`src/rtl/lock_pkg.sv`:
```
// lock_pkg: shared types and helpers for the combination-lock code player.
package lock_pkg;
  typedef logic [1:0] key_idx_t;
  localparam int CODE_LEN = 4;
  typedef enum logic [2:0] {
    S_IDLE,
    S_PRESS,
    S_GAP,
    S_WAIT_RES,
    S_DONE
  } player_state_e;
  function automatic logic [3:0] key_onehot(key_idx_t k);
    return 4'b0001 << k;
  endfunction
endpackage

```
`src/rtl/lock_cycle_counter.sv`:
```
// lock_cycle_counter: loadable down-counter with a zero flag, saturating at zero.
module lock_cycle_counter #(
  parameter int W = 4
) (
  input  logic         clk,
  input  logic         reset,
  input  logic         load,
  input  logic         dec,
  input  logic [W-1:0] load_val,
  output logic [W-1:0] cnt,
  output logic         zero
);
  always_ff @(posedge clk) begin
    if (reset) cnt <= '0;
    else if (load) cnt <= load_val;
    else if (dec && !zero) cnt <= cnt - 1'b1;
  end
  assign zero = cnt == '0;
endmodule

```
`src/rtl/lock_code_player.sv`:
```
// lock_code_player: plays a stored 4-digit code into the combination lock and reports its verdict.
module lock_code_player
  import lock_pkg::*;
#(
  parameter int GAP_CYCLES     = 4,
  parameter int TIMEOUT_CYCLES = 16
) (
  input  logic       clk,
  input  logic       reset,
  input  logic       lock_en,
  input  logic       start,
  input  logic [7:0] code,
  input  logic       y,
  input  logic       ny,
  output logic [3:0] keys,
  output logic       anykey,
  output logic       busy,
  output logic       done,
  output logic       pass,
  output logic       fail,
  output logic       timeout
);
  localparam int MAXC = GAP_CYCLES > TIMEOUT_CYCLES ? GAP_CYCLES : TIMEOUT_CYCLES;
  localparam int CW = MAXC > 1 ? $clog2(MAXC) : 1;
  localparam logic [CW-1:0] GAP_LD = CW'(GAP_CYCLES - 1);
  localparam logic [CW-1:0] TO_LD = CW'(TIMEOUT_CYCLES - 1);
  localparam key_idx_t LAST_IDX = key_idx_t'(CODE_LEN - 1);
  player_state_e state, state_d;
  logic [7:0] code_q;
  key_idx_t idx;
  logic cnt_load, cnt_dec, cnt_zero;
  logic [CW-1:0] cnt_ld_val, cnt;
  lock_cycle_counter #(.W(CW)) u_cnt (
    .clk     (clk),
    .reset   (reset),
    .load    (cnt_load),
    .dec     (cnt_dec),
    .load_val(cnt_ld_val),
    .cnt     (cnt),
    .zero    (cnt_zero)
  );
  always_comb begin
    state_d    = state;
    cnt_load   = 1'b0;
    cnt_dec    = 1'b0;
    cnt_ld_val = GAP_LD;
    case (state)
      S_IDLE:  state_d = start ? S_PRESS : S_IDLE;
      S_PRESS: begin
        cnt_load = lock_en;
        state_d  = lock_en ? S_GAP : S_PRESS;
      end
      S_GAP: begin
        cnt_dec    = !cnt_zero;
        cnt_load   = cnt_zero && idx == LAST_IDX;
        cnt_ld_val = TO_LD;
        state_d    = !cnt_zero ? S_GAP : idx == LAST_IDX ? S_WAIT_RES : S_PRESS;
      end
      S_WAIT_RES: begin
        cnt_dec = !(ny || y || cnt_zero);
        state_d = (ny || y || cnt_zero) ? S_DONE : S_WAIT_RES;
      end
      default: state_d = S_IDLE;
    endcase
  end
  always_ff @(posedge clk) begin
    if (reset) begin
      state   <= S_IDLE;
      code_q  <= '0;
      idx     <= '0;
      pass    <= 1'b0;
      fail    <= 1'b0;
      timeout <= 1'b0;
    end else begin
      state <= state_d;
      if (state == S_IDLE && start) begin
        code_q  <= code;
        idx     <= '0;
        pass    <= 1'b0;
        fail    <= 1'b0;
        timeout <= 1'b0;
      end
      if (state == S_GAP && cnt_zero && idx != LAST_IDX) idx <= idx + 2'd1;
      // ny outranks y so a lock asserting both is reported as a failure
      if (state == S_WAIT_RES) begin
        if (ny) fail <= 1'b1;
        else if (y) pass <= 1'b1;
        else if (cnt_zero) begin
          fail    <= 1'b1;
          timeout <= 1'b1;
        end
      end
    end
  end
  assign keys   = state == S_PRESS ? key_onehot(code_q[{idx, 1'b0} +: 2]) : 4'b0000;
  assign anykey = state == S_PRESS;
  assign busy   = state != S_IDLE;
  assign done   = state == S_DONE;
endmodule

```
`config.mk`:
```
export PLATFORM = sky130hd
export DESIGN_NAME = lock_code_player
export DESIGN_NICKNAME = d
export VERILOG_FILES = /design/src/rtl/lock_pkg.sv /design/src/rtl/lock_cycle_counter.sv /design/src/rtl/lock_code_player.sv
export SDC_FILE = /design/constraint.sdc
export NUM_CORES = 1
export LEC_CHECK = 0
export ABC_AREA = 0
export CORE_MARGIN = 2
export CORE_UTILIZATION = 48
export DETAILED_ROUTE_END_ITERATION = 10
export PLACE_DENSITY_LB_ADDON = 0.3
export SYNTH_ARGS = -nofsm -noshare
export SYNTH_HDL_FRONTEND = slang
export SYNTH_SLANG_ARGS = --single-unit
export TNS_END_PERCENT = 50
```
`constraint.sdc`:
```
create_clock -name clk -period 1.8 [get_ports clk]
set_input_delay 0.36 -clock clk [delete_from_list [all_inputs] [get_ports clk]]
set_output_delay 0.36 -clock clk [all_outputs]
set_load 0.01 [all_outputs]
```
==> out/qor.txt <==
outcome - complete, but fails checks
failing checks - negative setup slack
global route overflow - 0
DP Area - 0.00139 sq mm
layout cells sized above 1 - 32.9%
Post-Syn Instances - 120
dpl hpwl - 1840 um
CTS H-tree depth - 1
setup violators final - 4
gpl congestion - 0.838
Post-synth EDFFs - 0
Yosys reg bits - 20
die height - 50.8 um
final worst-path setup slack - -0.256 ns
DIE AREA - 0.00258 sq mm
period utilisation layout - 114%
Max Fclk - 486 MHz
die width - 50.8 um
Critical Path AT - 1.70 ns
Synth Warn # - 0
Cells after DPL - 177
DRT Pass-1 Iters - 4
max-slew violations - 0
cell row count - 16
CP peak stage delay - 0.53 ns
vias in the first global route - 1017
Synth cell types - 39
TritonCTS buffer count - 3
Initial Utilization - 51.9%
Iter 0 DRT Violations - 12
clk slew on worst S/H paths - 0.12 ns
Final nets - 175
Routed WL per cell - 13.7 um
Slew headroom - 68.4%
top_reg_cell synth - dfxtp_1
crit-path max FO - 3
Mapped Area - 0.00105 sq mm
fill cell count - 156
clock sink count - 20
Post-CTS Hold Fix Bufs - 0
Worst path slowest cell - mux4_2
crit path time final - 2.06 ns
Worst VDD drop - 701 uV
RSZ-0062 raised after global routing - yes
startpoint types - flip-flop
Final Hold Fails - 0
PortBufs - 23
# diodes - 0
CP Class - flip-flop to output pin
GRT Util Overall - 22.0%
Max Clock Skew - 0.00772 ns
final instance area - 0.00150 sq mm
Area Growth Syn to Fin - 42.9%
worst hold path class - flip-flop to flip-flop
Data required, critical path - 1.44 ns
DRT antenna net count - 0
final core utilization - 74.2%
first-pass GRT wire length - 4310 um
initial antenna violation count - 0
power per cell area - 809 mW/mm^2
largest net degree at the start of global routing - 13
worst-margin pin slew - 0.469 ns
Worst Path Buf+Inv - 2
Top delay family on crit path - multiplexers
Syn Area/Cell - 8.75 sq um
Synth async-reset ratio - 0%
Maximum Capacitance Violations - 0
Layout Cells excl Fill - 185
Worst-Skew Late Latency - 0.31 ns
core area - 0.00202 sq mm
Power Total - 0.00121 W
commonest non-fill, non-tap cell in the layout - nand2_1
crit-path cells - mux4_2 > buf_6 > nor3b_2 > buf_2
syn_nets - 136
routed vias/inst - 5.58
CTS tree - yes
Root Driver - clkbuf_4
drt total wl - 2540 um
CP Capture Type - output pin
leak pwr - 0.592 nW
Longest Clk Path Bufs - 2
commonest non-fill, non-tap cells in the layout - 22 x nand2_1, 16 x dfxtp_1, 16 x clkdlybuf4s50_1
Vias - 1032
sequential fraction of the synthesis area - 38.1%
I/O Pins - 24
DRC - 0
## worst min-delay path, delay by kind of cell, from the launching register on
| kind | cells | cell delay, ns |
|---|---|---|
| flops | 1 | 0.33 |
| simple gates | 1 | 0.05 |
| compound gates | 1 | 0.05 |
## repair_timing
action | CTS | global route
buffers inserted | 3 | 1
setup endpoints to repair | 11 | 12
gates resized for setup | 27 | 13
pin swaps | 2 | 4
gates cloned | 0 | 0
## path summary, 6_finish.rpt
path	start	endpoint	slack, ns	cells after the start
min reg2reg	timeout$_SDFF_PP0_	timeout$_SDFF_PP0_	0.46	2
max	idx[0]$_SDFFE_PP0P_	keys[0]	-0.26	4
min	timeout$_SDFF_PP0_	timeout$_SDFF_PP0_	0.46	2
max reg2reg	u_cnt.cnt[0]$_SDFFE_PP0P_	u_cnt.cnt[0]$_SDFFE_PP0P_	0.06	7
## cell usage after synthesis (all sizes together), types with 3 or more instances
library cell | number | share of area (%)
a21oi | 12 | 5.7
clkbuf | 4 | 1.5
a2111oi | 3 | 3.7
inv | 6 | 2.1
nor3 | 9 | 5.4
nand2 | 23 | 8.2
nor2 | 7 | 2.7
dfxtp | 20 | 38
nor3b | 5 | 4.1
and3 | 3 | 2.3
## metrics by stage
step / TNS [ns] / setup WS [ns] / hold WS, ns
floorplan: 0 / 0.0902 / 0.433
global placement: -1.02 / -0.228 / 0.443
detailed placement: -1.51 / -0.306 / 0.448
CTS: -0.749 / -0.254 / 0.470
global route: -1.08 / -0.332 / 0.493
finish: -0.736 / -0.256 / 0.465
## logic make-up (layout without fill, tap and decap cells)
| group | after synthesis | after routing | synth area share (%) |
|---|---|---|---|
| simple gates | 59 | 59 | 31.9 |
| compound gates | 22 | 22 | 15.6 |
| flops | 20 | 20 | 38.1 |
| buf+inv | 12 | 50 | 4.65 |
| mux | 5 | 5 | 7.27 |
| fa+ha+maj | 2 | 2 | 2.38 |
## layout make-up
class                   instances  area [sq um]  area share (%)
well taps                      27          33.8            2.25
inverters                       6          22.5            1.50
clock buffers                   3          22.5            1.50
flip-flops and latches         20           408            27.2
multi-input cells              88           642            42.8
clock inverters                 1          30.0            2.00
repair buffers                 40           342            22.8
## state kept, by name, indices dropped and copies added (netlist names)
| register | count |
|---|---|
| fail | 1 |
| pass | 1 |
| timeout | 1 |
| state | 3 |
| idx | 2 |
| u_cnt.cnt | 4 |
| code_q | 8 |
## layer usage
layer | up-vias | global-route usage, % | share of wire [%]
met5 | - | 0 | 0
met4 | 0 | 6.76 | 2.0
met3 | 5 | 3.87 | 4.3
met2 | 32 | 40.1 | 50
met1 | 485 | 25.9 | 43
li1 | 510 | - | -
## report_power, final
part / leakage, nW / switching, W / internal [W] / total, W
Combinational: 0.399 / 0.000166 / 0.000175 / 0.000342
Sequential: 0.165 / 0.0000233 / 0.000474 / 0.000498
Clock: 0.0279 / 0.000149 / 0.000225 / 0.000374
No activity file was read; power rests on OpenSTA's default activity.
